$ cat src/rtl/controle_multiciclo.sv
// ============================================================================
// Module      : controle_multiciclo
// Description : Multicycle RISC-V control unit. A Moore FSM sequences each
//               instruction (lw, sw, R-type, I-ALU, beq, jal) through fetch,
//               decode, execute, memory and write-back states and drives the
//               datapath enables and mux selects.
//               Optional feature macro MEM_WAIT_EN: when defined, FETCH,
//               MEMREAD and MEMWRITE wait for mem_ready before advancing.
// Revision    : 1.0 - initial release
// ============================================================================
`timescale 1ns/1ps
`default_nettype none

module controle_multiciclo #(
  parameter int ILLEGAL_HALT = 1
) (
  input  logic       CLK,
  input  logic       rst,
  input  logic [6:0] op,
  input  logic [2:0] funct3,
  input  logic       funct7b5,
  input  logic       zero,
  input  logic       mem_ready,
  output logic       pc_write,
  output logic       adr_src,
  output logic       mem_write,
  output logic       ir_write,
  output logic       reg_write,
  output logic [1:0] result_src,
  output logic [1:0] alu_src_a,
  output logic [1:0] alu_src_b,
  output logic [1:0] imm_src,
  output logic [2:0] alu_control,
  output logic       illegal,
  output logic [3:0] state
);

  localparam logic [6:0] c_op_lw   = 7'b0000011;
  localparam logic [6:0] c_op_sw   = 7'b0100011;
  localparam logic [6:0] c_op_r    = 7'b0110011;
  localparam logic [6:0] c_op_i    = 7'b0010011;
  localparam logic [6:0] c_op_beq  = 7'b1100011;
  localparam logic [6:0] c_op_jal  = 7'b1101111;

  localparam logic [2:0] c_alu_add = 3'b000;
  localparam logic [2:0] c_alu_sub = 3'b001;
  localparam logic [2:0] c_alu_and = 3'b010;
  localparam logic [2:0] c_alu_or  = 3'b011;
  localparam logic [2:0] c_alu_slt = 3'b101;

  typedef enum logic [3:0] {
    S_FETCH    = 4'd0,
    S_DECODE   = 4'd1,
    S_MEMADR   = 4'd2,
    S_MEMREAD  = 4'd3,
    S_MEMWB    = 4'd4,
    S_MEMWRITE = 4'd5,
    S_EXECUTER = 4'd6,
    S_EXECUTEI = 4'd7,
    S_ALUWB    = 4'd8,
    S_BEQ      = 4'd9,
    S_JAL      = 4'd10,
    S_HALT     = 4'd11
  } state_t;

  state_t     state_q, state_d;
  logic       illegal_q, illegal_d;

  logic       w_pc_write, w_adr_src, w_mem_write, w_ir_write, w_reg_write;
  logic [2:0] w_funct_alu;
  logic       w_funct_bad;
  logic       w_mem_done;

`ifdef MEM_WAIT_EN
  assign w_mem_done = mem_ready;
`else
  // Memory is single-cycle in this build; mem_ready is intentionally unused.
  logic w_unused_mem_ready;
  assign w_unused_mem_ready = mem_ready;
  assign w_mem_done = 1'b1;
`endif

  // State and sticky illegal flag; reset aborts any instruction in flight.
  always_ff @(posedge CLK or negedge rst) begin
    if (!rst) begin
      state_q   <= S_FETCH;
      illegal_q <= 1'b0;
    end else begin
      state_q   <= state_d;
      illegal_q <= illegal_d;
    end
  end

  // ALU operation for R-type and I-ALU; unsupported funct3 falls back to add.
  always_comb begin
    w_funct_alu = c_alu_add;
    w_funct_bad = 1'b0;
    case (funct3)
      3'b000:  w_funct_alu = (op[5] & funct7b5) ? c_alu_sub : c_alu_add;
      3'b010:  w_funct_alu = c_alu_slt;
      3'b110:  w_funct_alu = c_alu_or;
      3'b111:  w_funct_alu = c_alu_and;
      default: w_funct_bad = 1'b1;
    endcase
  end

  // Immediate format follows the opcode regardless of state.
  always_comb begin
    case (op)
      c_op_sw:  imm_src = 2'b01;
      c_op_beq: imm_src = 2'b10;
      c_op_jal: imm_src = 2'b11;
      default:  imm_src = 2'b00;
    endcase
  end

  // Next-state and per-state datapath controls; everything defaults inactive.
  always_comb begin
    state_d     = state_q;
    illegal_d   = illegal_q;
    w_pc_write  = 1'b0;
    w_adr_src   = 1'b0;
    w_mem_write = 1'b0;
    w_ir_write  = 1'b0;
    w_reg_write = 1'b0;
    result_src  = 2'b00;
    alu_src_a   = 2'b00;
    alu_src_b   = 2'b00;
    alu_control = c_alu_add;
    case (state_q)
      S_FETCH: begin
        alu_src_b  = 2'b10;
        result_src = 2'b10;
        w_ir_write = w_mem_done;
        w_pc_write = w_mem_done;
        state_d    = w_mem_done ? S_DECODE : S_FETCH;
      end
      S_DECODE: begin
        alu_src_a = 2'b01;
        alu_src_b = 2'b01;
        case (op)
          c_op_lw, c_op_sw: state_d = S_MEMADR;
          c_op_r:           state_d = S_EXECUTER;
          c_op_i:           state_d = S_EXECUTEI;
          c_op_beq:         state_d = S_BEQ;
          c_op_jal:         state_d = S_JAL;
          default: begin
            illegal_d = 1'b1;
            state_d   = (ILLEGAL_HALT != 0) ? S_HALT : S_FETCH;
          end
        endcase
      end
      S_MEMADR: begin
        alu_src_a = 2'b10;
        alu_src_b = 2'b01;
        state_d   = (op == c_op_sw) ? S_MEMWRITE : S_MEMREAD;
      end
      S_MEMREAD: begin
        w_adr_src = 1'b1;
        state_d   = w_mem_done ? S_MEMWB : S_MEMREAD;
      end
      S_MEMWB: begin
        result_src  = 2'b01;
        w_reg_write = 1'b1;
        state_d     = S_FETCH;
      end
      S_MEMWRITE: begin
        w_adr_src   = 1'b1;
        w_mem_write = 1'b1;
        state_d     = w_mem_done ? S_FETCH : S_MEMWRITE;
      end
      S_EXECUTER, S_EXECUTEI: begin
        alu_src_a   = 2'b10;
        alu_src_b   = (state_q == S_EXECUTEI) ? 2'b01 : 2'b00;
        alu_control = w_funct_alu;
        if (w_funct_bad) illegal_d = 1'b1;
        state_d     = S_ALUWB;
      end
      S_ALUWB: begin
        w_reg_write = 1'b1;
        state_d     = S_FETCH;
      end
      S_BEQ: begin
        alu_src_a   = 2'b10;
        alu_control = c_alu_sub;
        w_pc_write  = zero;
        state_d     = S_FETCH;
      end
      S_JAL: begin
        alu_src_a  = 2'b01;
        alu_src_b  = 2'b10;
        w_pc_write = 1'b1;
        state_d    = S_ALUWB;
      end
      S_HALT:  state_d = S_HALT;
      default: state_d = S_FETCH;
    endcase
  end

  // Enables are killed combinationally while reset is held so no write escapes.
  assign pc_write  = w_pc_write  & rst;
  assign adr_src   = w_adr_src   & rst;
  assign mem_write = w_mem_write & rst;
  assign ir_write  = w_ir_write  & rst;
  assign reg_write = w_reg_write & rst;
  assign illegal   = illegal_q;
  assign state     = state_q;

endmodule

`default_nettype wire
$ cat config.mk
export PLATFORM = sky130hd
export DESIGN_NAME = controle_multiciclo
export DESIGN_NICKNAME = d
export VERILOG_FILES = /design/src/rtl/controle_multiciclo.sv
export SDC_FILE = /design/constraint.sdc
export NUM_CORES = 1
export LEC_CHECK = 0
export CAP_MARGIN = 30
export CORE_AREA = 2 2 43 45
export CTS_CLUSTER_DIAMETER = 120
export CTS_CLUSTER_SIZE = 8
export DETAILED_ROUTE_END_ITERATION = 6
export DIE_AREA = 0 0 45 47
export PLACE_DENSITY = 0.78
export SLEW_MARGIN = 20
export SYNTH_ARGS = -nofsm -noshare
export SYNTH_HDL_FRONTEND = slang
export SYNTH_SLANG_ARGS = --single-unit
$ cat constraint.sdc
create_clock -name CLK -period 3.2 [get_ports CLK]
set_clock_uncertainty 0.1 [all_clocks]
set_input_delay 0.64 -clock CLK [delete_from_list [all_inputs] [get_ports CLK]]
set_output_delay 0.64 -clock CLK [all_outputs]
set_load 0.01 [all_outputs]
==> results, run 1 <==
- The worst setup margin is 0.2134 ns.
- Sequential cells were found to cover 21.55% of the synthesized design area.
- Dividing the detail-routed wire length by the instance count gives 12.43 um.
- The tool flagged a number of max-cap violations equal to 0.
- The cell area after layout is 960.9 um2.
- The internal portion of the total power is 435.9 uW.
- Summed over all layers, the routed wires come to 1678 um.
- For this run, the post-layout net count is 134.
- Counting distinct cell types in the post-synthesis netlist gives 36.
- STA puts the critical path data arrival time at 2.25 ns.
- The clock sink count is 5.
- Data on the critical path is required at its endpoint by 2.46 ns.
- CTS placed an instance of sky130_fd_sc_hd__clkbuf_4 at the clock tree root.
- The final core area utilization is 58.18%.
- The number of warning messages in the yosys log is 0.
- The run finished with clean final reports.
- The clock passes through at most 2 buffers.
- CTS built an H-tree with a depth of 1.
- The number of instances resized during post-cts repair is 0.
- The half-perimeter wire length after placement is 1354 um.
- The post-layout instance count excluding filler cells is 135.
- The analysis attributes to net switching a power of 336.5 uW.
- The number of DRC markers in iteration 0 is 7.
- Of the total power, the share spent switching nets is 43.56%.
- The leakage power summed over all cells is 0.3626 nW.
- The total clock buffers created by CTS is 3.
- The detailed-route DRC error count is 0.
- The worst setup path is launched from a primary input.
- The total negative slack for setup checks is 0 ns.
- The number of hold buffers added after cts is 0.
- The largest net degree at the start of global routing is 16.
- The remaining antenna violation count after routing is 0.
- The global-route wire length before repair is 2766 um.
- Setup violations remaining at the end of the flow were counted as 0.
- Clock-pin slew was measured on the worst setup and hold paths at 0.04 ns.
- The transition time at the pin with the least slew margin is 0.4859 ns.
- The final critical path takes up 93.33% of the cycle.
- The sort of element at the end of the critical path is a primary output.
- The total power after layout is 772.4 uW.
- Along the worst path, the maximum fanout reaches 5.
- The floorplan has 15 rows.
- The count of pins over their slew limit was 0.
- The register bit count reported by yosys is 5.
- The number of buffers inserted by port buffering is 34.
- The number of antenna violations at the first check in global routing is 0.
- The layout cell share with drive strength beyond 1 is 7.627%.
- The mean post-synth cell area is 6.995 um2.
- The final weighted congestion in routability-driven placement is 0.7945.
- The area enclosed by the die boundary is 2115 um2.
- OpenSTA, run right after detailed placement, puts the worst setup slack at 0.2092 ns.
- The worst path in the final design needs a cycle of 2.987 ns, including I/O delays and setup.
- The path class of the tightest hold or removal check is flop to flop.
- The worst-case vdd ir drop is 0.0003642 V.
- The cell count after placement is 131.
- When the netlist entered floorplanning its net count stood at 98.
- After floorplanning, the core was sized to cover 1652 um2.
- Once the floorplan was initialized, standard cells occupied 35.15% of the core.
- The highest clock rate is 334.8 MHz.
- The gate count after technology mapping is 83.
- The latest clock arrival within the worst-skew pair is 0.24 ns.
- The type of the setup path with the least slack is primary input to primary output.
- The number of buffers inserted by post-CTS setup repair is 0.
- The total inserted antenna cells is 0.
- The area growth from synthesis to layout is 65.52%.
- Setup repair after global routing left no endpoint under its margin.
- The final-layout worst hold slack is 0.3892 ns.
- The number of primary I/O pins is 36.
- The clock share of power is 9.2%.
- Headroom to the max-slew limit came out at 67.61%.
- The synthesized cell area is 580.6 um2.
- In the routed layout, each cell is associated on average with a via count of 5.430.
- Per report_power, the sequential group accounts for 18.4% of the total.
- The ratio of total power to cell area is 803.8 nW/um2.
- In this run the cell area measured after placement is 934.6 um2.
- The number of hold violations in the final report is 0.
- The CTS tree is done.
- The detailed-router iteration count before antenna repair is 4.
- The routed layout has 733 vias.
- The combined global-route utilization of all metal layers is 18.00%.
- For this run the aggregate overflow at the end of global routing stands at 0.
- The vertical die dimension is 47 um.
- The number of global-route vias before repair came to 679.
- The die width is 45 um.
- The part of the total power dissipated in combinational logic is 72.4%.
synthesized netlist by cell type, drive strengths merged:
master	number	area share, %
a311oi	1	1.5
clkbuf	3	2.2
nor3	7	6.9
a311o	1	1.7
nor3b	1	1.3
or2	1	1.1
o22ai	1	1.1
or4	1	1.9
xnor2	1	1.5
and2	3	3.4
buf	2	1.7
a32o	1	1.7
dfrtp	5	22
a21oi	4	3.4
o221a	1	1.9
nor2b	5	5.4
nand2b	1	1.1
o22a	1	1.5
a211oi	1	1.3
inv	4	2.6
o21ai	1	0.86
a31oi	4	4.3
o32ai	1	1.5
a211o	1	1.5
nand3	2	1.7
nor4	2	2.2
nand2	10	6.5
nand4bb	1	1.9
nor2	10	6.5
mux2	1	1.9
o221ai	1	1.5
xor2	1	1.5
and3	3	3.2
per-layer routing:
layer  share of wire [%]  up-vias  routed length [um]  GRT usage (%)
met5                   0        -                   0              0
met4                0.30        0                   5          7.647
met3                 5.5        2                  92          3.462
met2                  53       24                 889          34.00
met1                  41      333                 690          19.53
li1                    -      374                   -              -
power by group through the flow:
stage | logic (mW) | registers, mW | clock network (mW)
detailed placement | 0.561 | 0.143 | 0
finish | 0.559 | 0.142 | 0.0707
global placement | 0.556 | 0.142 | 0
global route | 0.621 | 0.149 | 0.0766
CTS | 0.562 | 0.143 | 0.0730
floorplan | 0.325 | 0.126 | 0
logic make-up (layout without fill, tap and decap cells):
family          count (synthesis)  in the layout  synth area share (%)
compound gates                 19             19                 23.92
xor+xnor                        2              2                 3.018
buf+inv                         9             44                 6.464
flops                           5              5                 21.55
mux                             1              1                 1.940
simple gates                   47             47                 43.11
final cells by class:
class,count,area (um2)
Multi-Input combinational cell,69,417.9
Timing Repair Buffer,36,355.3
Sequential cell,5,125.1
Tap cell,17,21.27
Inverter,4,15.01
Clock buffer,4,26.28
Fill cell,155,690.7
state kept, by name, indices dropped and copies added, names as in the netlist:
| name | count |
|---|---|
| state | 4 |
| illegal | 1 |
final timing paths:
path	from	endpoint	slack, ns	cells past startpoint
max	op[5]	imm_src[1]	0.21	5
min	illegal	illegal	0.39	1
max reg2reg	state[3]	illegal	1.66	4
min reg2reg	illegal	illegal	0.39	1
max in group asynchronous	rst	state[1]	2.16	1
min in group asynchronous	rst	state[2]	0.58	1
critical path, stage by stage:
cell                              delay (ns)
sky130_fd_sc_hd__clkdlybuf4s50_1        0.52
sky130_fd_sc_hd__nor2b_1                0.19
sky130_fd_sc_hd__nand2_1                0.13
sky130_fd_sc_hd__nor3_1                 0.20
sky130_fd_sc_hd__clkdlybuf4s50_1        0.56
placed cells by master, fill, tap and decap left out, drive strengths merged, types with 2 or more instances in the layout:
master         Yosys  final
and2               3      3
inv                4      4
clkbuf             3      4
buf                2      2
nand3              2      2
nor3               7      7
and3               3      3
a21oi              4      4
clkdlybuf4s50      0     34
dfrtp              5      5
nor4               2      2
nand2             10     10
a31oi              4      4
nor2              10     10
nor2b              5      5
(Power assumes the default switching activity.)
==> run 2, diff against run 1 <==
- clock period: 3.2 -> 3.9 ns (I/O delays scaled with it)
==> run 2 against run 1 <==
  * Sequential share of layout area rose by 0.21 points
  * Die area is the same
  * Combinational power fell by 28%
  * Clock power shrank 16%
  * Critical path type unchanged
  * Power down 20%
  * Critical path depth did not move
  * Sequential power grew 9%
  * Via count rose by 0.14%
  * Largest cell class unchanged
==> results, run 2 (synthesized netlist as in run 1, its figures left out) <==
- Run status: finished, final reports clean (unchanged).
- The clock sink count is 5 (unchanged).
- The net total in the final layout is 132 (was 134).
- The half-perimeter wire length after placement is 1311 um (was 1354 um).
- The per-cell via count in the routed design is 5.519 (was 5.430).
- The cell count after placement is 129 (was 131).
- The flip-flop count of the largest register, all copies and words added is 4 (unchanged).
- The count of vias placed by the detailed router is 734 (was 733).
- The layout cell share with drive strength beyond 1 is 6.034% (was 7.627%).
- The leakage power summed over all cells is 0.3525 nW (was 0.3626 nW).
- The number of buffers inserted by port buffering was 34 (unchanged).
- The peak fanout along the critical path is 5 (unchanged).
- The detailed-route DRC error count is 0 (unchanged).
- The final weighted congestion in routability-driven placement is 0.7695 (was 0.7945).
- The worst slew margin relative to its limit is 63.98% (was 67.61%).
- The remaining antenna violation count after routing came to 0 (unchanged).
- The type of the setup path with the least slack is primary input to primary output (unchanged).
- The share of the clock period used by the worst path after layout is 83.83%.
- The core outline area came to 1652 um2 (unchanged).
- The total inserted antenna cells is 0 (unchanged).
- The startpoint class of the critical path is a primary input (unchanged).
- The number of DRC markers in iteration 0 is 17 (was 7).
- The switching power was 276.5 uW (was 336.5 uW).
- The number of global-route vias before repair is 609 (was 679).
- The final critical-path required period is 3.270 ns.
- The largest net degree at the start of global routing was 17 (was 16).
- The number of buffers inserted by post-CTS setup repair is 0 (unchanged).
- The cell area after layout was 945.9 um2 (was 960.9 um2).
- The CTS tree is done (unchanged).
- The class of the worst hold path is flop to flop (unchanged).
- The post-layout instance count excluding filler cells is 133 (was 135).
- The total power after layout is 620.3 uW (was 772.4 uW).
- The final-layout worst hold slack is 0.4244 ns (was 0.3892 ns).
- The combined global-route utilization of all metal layers is 16.65% (was 18.00%).
- The placed cell area is 919.6 um2 (was 934.6 um2).
- RSZ-0062 raised after global routing: no (unchanged).
- The worst-case vdd ir drop is 0.0002732 V (was 0.0003642 V).
- The number of filler cells placed in the layout is 161 (was 155).
- The part of the total power dissipated in combinational logic is 65.3% (was 72.4%).
- The final setup violation count is 0 (unchanged).
- The H-tree depth came to 1 (unchanged).
- The leading cell type in the layout, fill and taps excluded was sky130_fd_sc_hd__clkdlybuf4s50_1 (unchanged).
- The clock share of power is 9.6% (was 9.2%).
- The count of pins over their slew limit was 0 (unchanged).
- The total clock buffers created by CTS came to 3 (unchanged).
- The cell repeated most along the worst path was sky130_fd_sc_hd__clkdlybuf4s50_1 (unchanged).
- The number of hold violations in the final report is 0 (unchanged).
- The required time of the critical path is 3.02 ns (was 2.46 ns).
- The cell family with the largest share of critical-path delay is buffers and inverters (unchanged).
- The switching power as a share of total power came to 44.57% (was 43.56%).
- The number of hold buffers added after cts is 0 (unchanged).
- The clock edge transition at the registers on the reported setup and hold paths is 0.04 ns (about the same).
- The die width is 45 um (unchanged).
- The detailed-router iteration count before antenna repair is 4 (unchanged).
- The latest clock arrival within the worst-skew pair was 0.24 ns (about the same).
- Derived from the worst setup path, the maximum achievable clock frequency is 305.9 MHz.
- The number of antenna violations at the first check in global routing is 0 (unchanged).
- The internal portion of total power is 343.8 uW (was 435.9 uW).
- The number of instances resized during post-cts repair is 0 (unchanged).
- The total negative slack for setup checks came to 0 ns (unchanged).
- Leading cell types in the layout, fill and taps excluded: 34 x sky130_fd_sc_hd__clkdlybuf4s50_1, 10 x sky130_fd_sc_hd__nor2_1, 10 x sky130_fd_sc_hd__nand2_1 (unchanged).
- The detailed-route wire length is 1660 um (was 1678 um).
- The number of placement rows was 15 (unchanged).
- The clock tree root buffer cell is sky130_fd_sc_hd__clkbuf_4 (unchanged).
- The ratio of total power to cell area is 655.7 nW/um2 (was 803.8 nW/um2).
- The delay contributed by the slowest stage of the critical path is 0.56 ns (about the same).
- The arrival time at the worst endpoint was 2.39 ns (was 2.25 ns).
- The transition time at the pin with the least slew margin is 0.5403 ns (was 0.4859 ns).
- The sequential fraction of design power was 25.1% (was 18.4%).
- The aggregate global routing overflow is 0 (unchanged).
- The number of primary I/O pins came to 36 (unchanged).
- The global-route wire length before repair is 2608 um (was 2766 um).
- Worst-path cell chain: clkdlybuf4s50_1 -> nor2b_1 -> nand2_1 -> nor3_1 -> clkdlybuf4s50_1 (unchanged).
- The number of max-capacitance violations reported was 0 (unchanged).
- The sort of element at the end of the critical path is a primary output (unchanged).
- The vertical die dimension came to 47 um (unchanged).
- The post-synthesis to final-layout area growth came to 62.93% (was 65.52%).
- The initial core utilization is 35.15% (unchanged).
- The sum of buffers and inverters on the critical path was 2 (unchanged).
- The area enclosed by the die boundary is 2115 um2 (unchanged).
- The deepest clock path buffer count is 2 (unchanged).
- The highest-delay cell along the critical path is sky130_fd_sc_hd__clkdlybuf4s50_1 (unchanged).
- The mean routed wirelength per cell was 12.48 um (was 12.43 um).
==> run 2: cell count changes in the layout (fill, tap and decap cells not counted) <==
cell and delta:
sky130_fd_sc_hd__buf_4 -2
==> run 2: layout make-up <==
cell class                 count  area (um2)  area share (%)
tap                           17       21.27           2.249
timing repair buffer          34       340.3           35.98
clock buffer                   4       26.28           2.778
multi-input combinational     69       417.9           44.18
inverter                       4       15.01           1.587
sequential                     5       125.1           13.23
==> run 2: path summary, 6_finish.rpt <==
path                          start          to  slack, ns  depth (start not counted)
max                           op[5]  imm_src[1]       0.63                          5
min                         illegal     illegal       0.42                          1
max reg2reg                state[2]     illegal       2.24                          4
min reg2reg                 illegal     illegal       0.42                          1
max in group asynchronous       rst    state[2]       2.72                          1
min in group asynchronous       rst    state[1]       0.71                          1
==> run 2: layer usage <==
metal / vias up / global-route usage, % / share of wire (%)
li1: 372 / - / -
met1: 332 / 20.28 / 43
met2: 26 / 28.29 / 50
met3: 4 / 3.077 / 6.0
met4: 0 / 8.235 / 1.1
met5: - / 0 / 0
==> run 2: power groups by stage <==
stage | registers, mW | logic, mW | clock network (mW)
floorplan | 0.104 | 0.267 | 0
global placement | 0.154 | 0.398 | 0
detailed placement | 0.156 | 0.407 | 0
CTS | 0.156 | 0.408 | 0.0614
global route | 0.166 | 0.447 | 0.0635
finish | 0.155 | 0.405 | 0.0597
==> run 2: metrics by stage <==
stage	utilization, %	setup WS [ns]
after global placement	55.68	0.6454
after CTS	57.27	0.6319
after global routing	57.27	0.4988
final	57.27	0.6305
after floorplan	-	1.678
after detailed placement	55.68	0.6587
